**src/rtl/core_ifetch_pkg.sv**
```systemverilog
// Shared definitions for the instruction-fetch stage: FSM encoding, NOP word
// and default reset vector.
package core_ifetch_pkg;

  localparam logic [1:0] IF_IDLE = 2'd0;
  localparam logic [1:0] IF_ADDR = 2'd1;
  localparam logic [1:0] IF_DATA = 2'd2;
  localparam logic [1:0] IF_DONE = 2'd3;

  localparam logic [31:0] IF_NOP_INSTR    = 32'h0000_0013;
  localparam logic [31:0] IF_RESET_VECTOR = 32'h0000_0000;

  typedef enum logic [1:0] {
    ST_IDLE = IF_IDLE,
    ST_ADDR = IF_ADDR,
    ST_DATA = IF_DATA,
    ST_DONE = IF_DONE
  } if_state_t;

endpackage

```
**src/rtl/core_ifetch.sv**
```systemverilog
// Instruction-fetch stage: owns the PC, issues one read at a time on a
// valid/ready port and discards responses made stale by a PC redirect.
module core_ifetch
  import core_ifetch_pkg::*;
#(
  parameter logic [31:0] RESET_VECTOR = IF_RESET_VECTOR,
  parameter logic [31:0] NOP_INSTR    = IF_NOP_INSTR
) (
  input  logic        CLK,
  input  logic        NRST,
  input  logic [31:0] PC_NEXT,
  input  logic        PC_WRITE,
  output logic [31:0] PC,
  output logic [31:0] INSTRUCTION,
  output logic        IMEM_BUSY,
  output logic        IMEM_DONE,
  output logic        FETCH_ERR,
  output logic        IMEM_ARVALID,
  output logic [31:0] IMEM_ARADDR,
  input  logic        IMEM_ARREADY,
  input  logic        IMEM_RVALID,
  input  logic [31:0] IMEM_RDATA,
  input  logic        IMEM_RERR
);

  localparam logic [31:0] ALIGN_MASK = 32'hFFFF_FFFC;

  if_state_t   state, state_n;
  logic        kill, kill_n;
  logic [31:0] pc, pc_n;
  logic [31:0] req_addr, req_addr_n;
  logic [31:0] instr, instr_n;
  logic        err, err_n;

  always_ff @(posedge CLK) begin
    if (!NRST) begin
      state    <= ST_IDLE;
      kill     <= 1'b0;
      pc       <= RESET_VECTOR & ALIGN_MASK;
      req_addr <= RESET_VECTOR & ALIGN_MASK;
      instr    <= NOP_INSTR;
      err      <= 1'b0;
    end else begin
      state    <= state_n;
      kill     <= kill_n;
      pc       <= pc_n;
      req_addr <= req_addr_n;
      instr    <= instr_n;
      err      <= err_n;
    end
  end

  // A redirect during ADDR or DATA cannot cancel the bus transaction, so it
  // only arms kill; the outstanding response is then dropped on arrival.
  always_comb begin
    state_n    = state;
    kill_n     = kill;
    pc_n       = pc;
    req_addr_n = req_addr;
    instr_n    = instr;
    err_n      = err;

    if (PC_WRITE) pc_n = PC_NEXT & ALIGN_MASK;

    case (state)
      ST_IDLE: state_n = ST_ADDR;
      ST_ADDR: begin
        if (PC_WRITE) kill_n = 1'b1;
        if (IMEM_ARREADY) state_n = ST_DATA;
      end
      ST_DATA: begin
        if (IMEM_RVALID) begin
          if (PC_WRITE || kill) begin
            kill_n  = 1'b0;
            state_n = ST_ADDR;
          end else begin
            instr_n = IMEM_RERR ? NOP_INSTR : IMEM_RDATA;
            err_n   = IMEM_RERR;
            state_n = ST_DONE;
          end
        end else if (PC_WRITE) begin
          kill_n = 1'b1;
        end
      end
      ST_DONE: if (PC_WRITE) state_n = ST_ADDR;
      default: state_n = ST_IDLE;
    endcase

    // The request address is latched on entry to ADDR so it stays stable
    // until the handshake even if the PC is redirected meanwhile.
    if (state_n == ST_ADDR && state != ST_ADDR) req_addr_n = pc_n;
  end

  assign PC           = pc;
  assign INSTRUCTION  = instr;
  assign FETCH_ERR    = err;
  assign IMEM_ARVALID = (state == ST_ADDR);
  assign IMEM_ARADDR  = req_addr;
  assign IMEM_BUSY    = (state == ST_ADDR) || (state == ST_DATA);
  assign IMEM_DONE    = (state == ST_DONE);

endmodule

```
**config.mk**
```make
export PLATFORM = sky130hd
export DESIGN_NAME = core_ifetch
export DESIGN_NICKNAME = d
export VERILOG_FILES = /design/src/rtl/core_ifetch_pkg.sv /design/src/rtl/core_ifetch.sv
export SDC_FILE = /design/constraint.sdc
export NUM_CORES = 1
export LEC_CHECK = 0
export ABC_CLOCK_PERIOD_IN_PS = 4000
export BUFFER_PORTS_ARGS = -buffer_cell sky130_fd_sc_hd__clkbuf_2
export CAP_MARGIN = 15
export CORE_MARGIN = 10
export CORE_UTILIZATION = 51
export DETAILED_ROUTE_END_ITERATION = 8
export GPL_TIMING_DRIVEN = 0
export HOLD_SLACK_MARGIN = 0.08
export PLACE_DENSITY = 0.84
export SYNTH_ARGS = -nofsm -noshare
export SYNTH_HDL_FRONTEND = slang
export SYNTH_SLANG_ARGS = --single-unit
```
**constraint.sdc**
```tcl
create_clock -name CLK -period 4 [get_ports CLK]
set_clock_uncertainty 0.2 [all_clocks]
set_input_delay 0.4 -clock CLK [delete_from_list [all_inputs] [get_ports CLK]]
set_output_delay 0.4 -clock CLK [all_outputs]
set_load 0.02 [all_outputs]
```
# Word level (Yosys, flattened, before mapping)
# Cells that the tools add are included.
dict set report totals {
  latch_bits 0
  regBits 100
  out_inout_bits 100
  mem_count 0
  mem_bits_rw 0
  elab_cells 31
  romBits 0
}
dict set report op_classes {
  div 0
  n_shift 0
  n_reduce_logical 7
  bitwise_logic 1
  order_cmp 0
  n_mux 11
  n_eq_ne 6
  add_sub_neg 0
  n_mul 0
}
# cell n
set ops {}
lappend ops {{two-way mux 32 bit} 2}
lappend ops {{two-way mux 2 bit} 4}
lappend ops {{one-hot mux 2 bit (4 select lines)} 1}
lappend ops {{equality test 2 x 1 -> 1 bit (second input constant)} 2}
lappend ops {{equality test 2 bit (second input constant)} 2}
lappend ops {{two-way mux 1 bit} 3}
lappend ops {{!= test 3 bit (second input constant)} 1}
lappend ops {{AND reduction 3 bit} 1}
lappend ops {{logical NOT 2 bit} 1}
lappend ops {{logical OR 1 bit} 2}
lappend ops {{!= test 2 x 1 -> 1 bit (second input constant)} 1}
lappend ops {{one-hot mux 1 bit (2 select lines)} 1}
lappend ops {{AND reduction 2 bit} 1}
lappend ops {{nonzero test 2 bit} 1}
lappend ops {{logical AND 1 bit} 1}
lappend ops {{inverter 1 bit} 1}

# Depth between registers and ports, before layout
# Gate-level depths: netlist of the first run.
dict set report logic_depth {
  ltp_word 6
  mapped_depth 9
  ltp_nobuf 6
}

# Worst setup path after synthesis of the first run
# Ideal clock, no wire load.
dict set report synth_timing {
  path_type {reg2reg}
  start {register state[0]}
  end {register req_addr[10], in the netlist IMEM_ARADDR[10]}
  slack_ns 1.856
  path_stages_with_launch 10
  arrival_ns 1.822
  t_required_ns 3.679
  setup_ns 0.121
  synth_period_minus_slack_ns 2.144
  path_buffers 3
  path_cell_list {dfxtp_1 -> inv_1 -> ha_1 -> buf_4 -> nor4bb_4 -> buf_6 -> nor3_4 -> a21boi_4 -> buf_6 -> mux2_4}
}
dict set report synth_between {
  elab_chain_cells 4
  word_cells_on_any_way 11
  classes_between {eq/ne (5); mux (4); reduce/logical (2)}
}
# element line
set synth_rtl {}
lappend synth_rtl {{start, declared} core_ifetch.sv:28} ;# if_state_t state, state_n;
lappend synth_rtl {{start signal, assigned} core_ifetch.sv:44} ;# state <= state_n;
lappend synth_rtl {{equality test 2 bit, or another cell as far along} core_ifetch.sv:65} ;# case (state)
lappend synth_rtl {{one-hot mux 2 bit (4 select lines)} core_ifetch.sv:65}
lappend synth_rtl {{equality test 2 x 1 -> 1 bit} core_ifetch.sv:91} ;# if (state_n == ST_ADDR && state != ST_ADDR) req_addr_n = pc_n;
lappend synth_rtl {{logical AND 1 bit (*)} core_ifetch.sv:91}
lappend synth_rtl {{end signal, assigned} core_ifetch.sv:40} ;# req_addr <= RESET_VECTOR & ALIGN_MASK;
lappend synth_rtl {{end signal, assigned} core_ifetch.sv:47} ;# req_addr <= req_addr_n;
lappend synth_rtl {{end, declared} core_ifetch.sv:31} ;# logic [31:0] req_addr, req_addr_n;
# Every way passes the cells marked *; elsewhere a longest branch is shown, timed or not.
# A chain may end at the register's enable or synchronous reset.

# Final worst setup path of the first run
dict set report layout_timing {
  start {register state[0]}
  end {register req_addr[5], in the netlist IMEM_ARADDR[5]}
}
# The elaborated chain is that of the path after synthesis.

==> metrics, run 1 <==
post-route cell area 5230 sq um; number of antenna cells inserted 0; RSZ-0062 raised after global routing no; sort of element at the end of the critical path flop; pin slew with the least headroom to its limit 521 ps; cell type contributing the most total cell area after synthesis sky130_fd_sc_hd__dfxtp_1; worst rel slew slack 65.3%; CORE AREA 7770 sq um; hold-fix buffer count after cts 0; number of nets in the layout between 600 and 700; Peak VDD IR 0.232 mV; Clock transition at path regs 100 ps; ratio of final minimum period to clock period about three fifths; final setup vio count 0; height of the die approximately 110 um; number of enable-type register cells in the synthesized netlist 0; Metal-1 WL 4740 um; portion of synthesized cell area occupied by the leading cell type 49.0%; iteration-0 DRC count of the detailed router 86; num rows 32; number of search-and-repair iterations in the first detailed-routing pass 4; Placed Area 5030 sq um; Remaining DRCs 0; Num Clock Sinks 100; Starting Density 52.5%; worst skew pair latency 350 ps; antenna violations before repair 0; Synth area leaders sky130_fd_sc_hd__dfxtp_1, sky130_fd_sc_hd__mux2_4, sky130_fd_sc_hd__mux2i_1, sky130_fd_sc_hd__nand3b_1, sky130_fd_sc_hd__and2_1; Die Outline Area 12000 sq um; Worst Reg2Reg Path Length in Cells 8; total via count in the routed design 3451; synthesized flop and latch total 100; worst-path maximum fanout 10; setup slack, reg-to-reg 1610 ps; wire length after detailed routing 11400 um; clock root buffer master sky130_fd_sc_hd__clkbuf_8; startpoint class of the critical path flop; dominant synthesized flop cell sky130_fd_sc_hd__dfxtp_1; Warnings, synthesis 0; largest net degree at the start of global routing 17; total global-route track usage between 10% and 20%; Area growth syn-to-layout 28.1%; routed via count divided by cell count about 5.1; antenna-violating nets left 0; maximum root-to-sink buffer count 2; cts bufs inserted 9; post-DP HPWL just under 9000 um; mean instance size in the synthesized netlist 10.3 sq um; sequential fraction of the synthesis area 49.0%; layout cells sized above 1 38.5%; worst min-delay path class input pin to flop; number of global-route vias before repair between 3000 and 4000; Post-Syn Area 4080 sq um; critical path required time between 4000 and 5000 ps; global-route congestion overflow total 0; time the worst path needs with I/O delays and setup 2390 ps; post-CTS sizing 0; GP Congestion 0.846; num ports 170; count of mapped cells out of synthesis 396; TritonCTS clock tree built; wire per inst 16.8 um; share of flip-flops with an asynchronous set or reset 0%; number of buffers added on ports between 150 and 200; Mapped Nets 470; Netlist cell types 32; die span in x 109 um; Leak 2.47 nW; data arrival time of the critical path 2420 ps; max-cap check violation count 0; H-tree levels 3; global-route wire length before repair 17700 um; most common cell in the netlist sky130_fd_sc_hd__dfxtp_1; cell types with the highest counts after synthesis sky130_fd_sc_hd__dfxtp_1, sky130_fd_sc_hd__nand2_1, sky130_fd_sc_hd__a21oi_1, sky130_fd_sc_hd__nor2_1, sky130_fd_sc_hd__and2_1; Worst Setup Path Type flop to flop; number of hold violations in the final report 0; buffers inserted by post-CTS timing repair 0; final count of pins violating max slew 0; run status finished, final reports clean; Peak Freq 418 MHz; uppermost routed layer met4; number of cells traversed by the worst hold path 3; power per standard cell area 383 nW/um^2; sum of met2 wire segment lengths after detailed routing 5200 um; final setup TNS 0 ps; detailed-routed wire length on met3 around 1400 um
[final timing paths]
path | from | to
worst min-delay path | IMEM_RDATA[7] | INSTRUCTION[7]
worst min register to register | INSTRUCTION[7] | INSTRUCTION[7]
worst max-delay path | state[0] | IMEM_ARADDR[5]
worst max register to register | state[0] | IMEM_ARADDR[5]
[critical path, cell delays in order, from the launching register on]
cell                        delay [ps]
sky130_fd_sc_hd__dfxtp_1           450
sky130_fd_sc_hd__inv_1             120
sky130_fd_sc_hd__ha_1              200
sky130_fd_sc_hd__buf_4             160
sky130_fd_sc_hd__o2bb2ai_1         130
sky130_fd_sc_hd__a22oi_1           390
sky130_fd_sc_hd__a21boi_4          140
sky130_fd_sc_hd__buf_6             190
sky130_fd_sc_hd__mux2_4            300
[stage by stage]
step	power (mW)	setup WS, ps	hold slack (ps)	utilization, %	instances
2_1_floorplan	1.28	1860	264	-	396
3_3_place_gp	1.38	1670	238	64.8	663
3_5_place_dp	1.39	1640	243	64.8	663
4_1_cts	2.02	1600	80.6	67.3	679
5_1_grt	2.09	1370	92.4	67.3	679
6_report	2.00	1610	92.8	67.3	679
[report_power, final]
group          internal, mW  switching [mW]  total (mW)
clock network         0.292           0.341       0.633
registers              1.04          0.0229        1.06
logic                 0.137           0.170       0.308
total                  1.47           0.534        2.00
[layout make-up]
cell class	instances	area, sq um
fill	643	2540
sequential	100	2000
multi-input combinational	261	1910
timing repair buffer	165	826
buffer	30	154
clock buffer	11	131
tap	102	128
clock inverter	5	61.3
inverter	5	18.8
[layer usage]
layer / up-vias / track usage [%]
met4: 0 / 4.55
met3: 10 / 8.43
li1: 1684 / -
met5: - / 0
met2: 154 / 30.6
met1: 1603 / 20.8
[cell usage in the layout, fill, tap and decap left out, types with 4 or more instances in the layout]
master	netlist	final
sky130_fd_sc_hd__a21oi_1	34	34
sky130_fd_sc_hd__and2_1	31	31
sky130_fd_sc_hd__buf_6	4	4
sky130_fd_sc_hd__clkbuf_1	19	21
sky130_fd_sc_hd__clkbuf_2	0	165
sky130_fd_sc_hd__clkbuf_8	0	9
sky130_fd_sc_hd__dfxtp_1	100	100
sky130_fd_sc_hd__ha_1	4	4
sky130_fd_sc_hd__inv_1	4	4
sky130_fd_sc_hd__mux2_4	30	30
sky130_fd_sc_hd__mux2i_1	30	30
sky130_fd_sc_hd__nand2_1	36	36
sky130_fd_sc_hd__nand3b_1	29	29
sky130_fd_sc_hd__nor2_1	34	34
sky130_fd_sc_hd__nor3_1	5	5
sky130_fd_sc_hd__nor3b_1	4	4
sky130_fd_sc_hd__o21ai_0	7	7
[kinds of logic after synthesis]
family,count (synthesis),synth area share (%)
buffers and inverters,35,4.23
flip-flops,100,49.0
multiplexers,60,18.4
adder cells (fa/ha/maj),4,1.23
AND/OR/NAND/NOR,148,20.2
AO/OA/AOI/OAI,49,6.90
[state kept, by name, indices dropped and copies added (netlist names)]
name         count
kill             1
INSTRUCTION     32
FETCH_ERR        1
state            2
IMEM_ARADDR     32
PC              32
No activity file was read; power rests on OpenSTA's default activity.
==> run 2: changes to the inputs <==
--- a/config.mk
+++ b/config.mk
@@ -5,15 +5,15 @@
 export SDC_FILE = /design/constraint.sdc
 export NUM_CORES = 1
 export LEC_CHECK = 0
-export ABC_CLOCK_PERIOD_IN_PS = 4000
+export ABC_CLOCK_PERIOD_IN_PS = 2000
 export BUFFER_PORTS_ARGS = -buffer_cell sky130_fd_sc_hd__clkbuf_2
 export CAP_MARGIN = 15
 export CORE_MARGIN = 10
-export CORE_UTILIZATION = 51
+export CORE_UTILIZATION = 43
 export DETAILED_ROUTE_END_ITERATION = 8
 export GPL_TIMING_DRIVEN = 0
 export HOLD_SLACK_MARGIN = 0.08
-export PLACE_DENSITY = 0.84
+export PLACE_DENSITY = 0.76
 export SYNTH_ARGS = -nofsm -noshare
 export SYNTH_HDL_FRONTEND = slang
 export SYNTH_SLANG_ARGS = --single-unit
==> constraint.sdc (replaced) <==
create_clock -name CLK -period 2 [get_ports CLK]
set_clock_uncertainty 0.2 [all_clocks]
set_input_delay 0.2 -clock CLK [delete_from_list [all_inputs] [get_ports CLK]]
set_output_delay 0.2 -clock CLK [all_outputs]
set_load 0.02 [all_outputs]
==> metrics, run 2 (synthesized netlist as in run 1, its figures left out) <==
number of nets in the layout 721 (+12%); die span in x 117 um (+7.3%); run status finished, violations left; post-route cell area 6180 sq um (+18%); CORE AREA 9240 sq um (+19%); clock root buffer master sky130_fd_sc_hd__clkbuf_8; iteration-0 DRC count of the detailed router 220 (+160%); time the worst path needs with I/O delays and setup 2110 ps (-285 ps); number of fillers in the final layout 692 (+7.6%); critical path required time 2060 ps (-1970 ps); most used cells in the layout excluding fill and tap cells sky130_fd_sc_hd__clkbuf_2, sky130_fd_sc_hd__dfxtp_1, sky130_fd_sc_hd__dlygate4sd3_1, sky130_fd_sc_hd__nand2_1, sky130_fd_sc_hd__nor2_1; switching power total 1.19 mW (+120%); worst rel slew slack 62.2% (-3.0 points); final count of pins violating max slew 0 (unchanged); worst skew pair latency 350 ps (about the same); cts bufs inserted 9 (unchanged); number of buffers added on ports 165 (unchanged); Area growth syn-to-layout 51.3%; total design power 4.16 mW (+110%); internal power of the cells 2.97 mW (+100%); Peak VDD IR 0.376 mV (+62%); data arrival time of the critical path 2170 ps (-250 ps); violations in the final reports negative setup slack; Placed Area 5100 sq um (+1.2%); max-cap check violation count 0 (unchanged); routed via count divided by cell count 4.86 (-4.4%); number of antenna cells inserted 0 (unchanged); final setup vio count 25 (+25); worst min-delay path class input pin to flop; Peak Freq 475 MHz (+14%); number of hold violations in the final report 0 (unchanged); num ports 170 (unchanged); Worst Setup Path Type flop to flop; final setup TNS -2130 ps (-2130 ps); clock power share 29.2% (-2.4 points); TritonCTS clock tree built; Remaining DRCs 0 (unchanged); worst-path maximum fanout 7 (-3); ratio of final minimum period to clock period 105% (+46 points); sort of element at the end of the critical path flop; Die Outline Area 13800 sq um (+15%); maximum root-to-sink buffer count 2 (unchanged); Num Clock Sinks 100 (unchanged); Worst Slack Setup Final -107 ps (-1710 ps); global-route wire length before repair 21800 um (+23%); antenna violations before repair 0 (unchanged); H-tree levels 3 (unchanged); Sw Share 28.6% (+2.0 points); wire per inst 17.3 um (+2.8%); Clock transition at path regs 110 ps (about the same); GP Congestion 0.861 (+1.7%); RSZ-0062 raised after global routing yes; number of global-route vias before repair 4107 (+13%); largest net degree at the start of global routing 19 (+2); pin slew with the least headroom to its limit 567 ps (+45.5 ps); Starting Density 44.2% (-8.4 points); startpoint class of the critical path flop; Leak 2.86 nW (+16%); height of the die 117 um (+7.3%); most frequent standard cell in the layout excluding fill and tap cells sky130_fd_sc_hd__clkbuf_2; wire length after detailed routing 13500 um (+18%); number of search-and-repair iterations in the first detailed-routing pass 4 (unchanged); fraction of power consumed by combinational cells 19.7% (+4.3 points); num rows 35 (+9.4%); post-DP HPWL 8980 um (+1.4%); total global-route track usage 18.8% (+0.48 points); total via count in the routed design 3795 (+10%); antenna-violating nets left 0 (unchanged); part of the power in registers 51.1% (-1.9 points); Sequential Area 2010 sq um (+0.25%); total area of multi-input combinational cells 1970 sq um (+3.5%); global-route congestion overflow total 0 (unchanged); layout cells sized above 1 38.8% (+0.33 points); Setup Slack @ Placement -248 ps (-1880 ps); power per standard cell area 674 nW/um^2 (+76%)
-- run 2: cell types whose count changed in the layout (fill, tap and decap cells not counted), moves of 3 or more --
cell,delta
sky130_fd_sc_hd__ha_1,-3
sky130_fd_sc_hd__a21oi_2,+4
sky130_fd_sc_hd__buf_4,+5
sky130_fd_sc_hd__dlygate4sd3_1,+65
sky130_fd_sc_hd__buf_12,+4
sky130_fd_sc_hd__clkbuf_1,-9
sky130_fd_sc_hd__buf_8,+3
sky130_fd_sc_hd__a21oi_1,-4
-- run 2: stage by stage --
step                      utilization, %  cells  hold WS (ps)
after floorplan                        -    396           164
after global placement              55.2    690           237
after detailed placement            55.2    690           245
after CTS                           65.9    780           163
after global routing                66.8    781           228
final                               66.8    781           182
-- run 2: area by class of cell --
class	count	share of cell area [%]
multi-input cells	261	32.0
inverters	5	0.344
flip-flops and latches	100	32.5
well taps	129	2.61
clock buffers	9	2.01
clock inverters	7	0.952
plain buffers	27	3.14
repair buffers	243	26.5
-- run 2: per-layer routing --
layer  part of all wire, %  up-vias  routed length [um]  GRT usage, %
met1                    42     1747                5680          21.9
met4                   1.0        0                 136          5.01
met2                    46      192                6270          31.2
met5                     0        -                   0             0
li1                      -     1842                   -             -
met3                    11       14                1420          7.43
-- run 2: path summary, 6_finish.rpt --
kind                   start  slack (ps)               to  cells after the start
min reg2reg  INSTRUCTION[30]         260  INSTRUCTION[30]                      2
max reg2reg         state[0]        -110  IMEM_ARADDR[23]                      9
min                     NRST         180           PC[10]                      3
max                 state[0]        -110  IMEM_ARADDR[23]                      9
-- run 2: timing repair --
| action | CTS | global route |
|---|---|---|
| gates resized for setup | 15 | 25 |
| pin swaps | 2 | 4 |
| endpoints found under the setup margin | 62 | 62 |
| hold buffers | 65 | 0 |
| buffers inserted | 9 | 2 |
| hold endpoints to repair | 87 | 0 |
| cloned | 2 | 1 |
-- run 2: worst max-delay path, stage by stage, from the launching register on --
cell and delay [ps]:
sky130_fd_sc_hd__dfxtp_4 390, sky130_fd_sc_hd__inv_4 70, sky130_fd_sc_hd__ha_4 160, sky130_fd_sc_hd__nor4bb_4 220, sky130_fd_sc_hd__buf_6 140, sky130_fd_sc_hd__nor3_4 40
sky130_fd_sc_hd__a21boi_4 180, sky130_fd_sc_hd__buf_12 160, sky130_fd_sc_hd__clkbuf_16 160, sky130_fd_sc_hd__mux2_4 290
-- run 2: power by group through the flow --
stage	clock network [mW]	logic, mW	registers, mW
global placement	0	0.615	2.16
global route	1.33	0.875	2.14
floorplan	0	0.302	2.26
CTS	1.25	0.807	2.12
detailed placement	0	0.624	2.17
finish	1.22	0.820	2.13
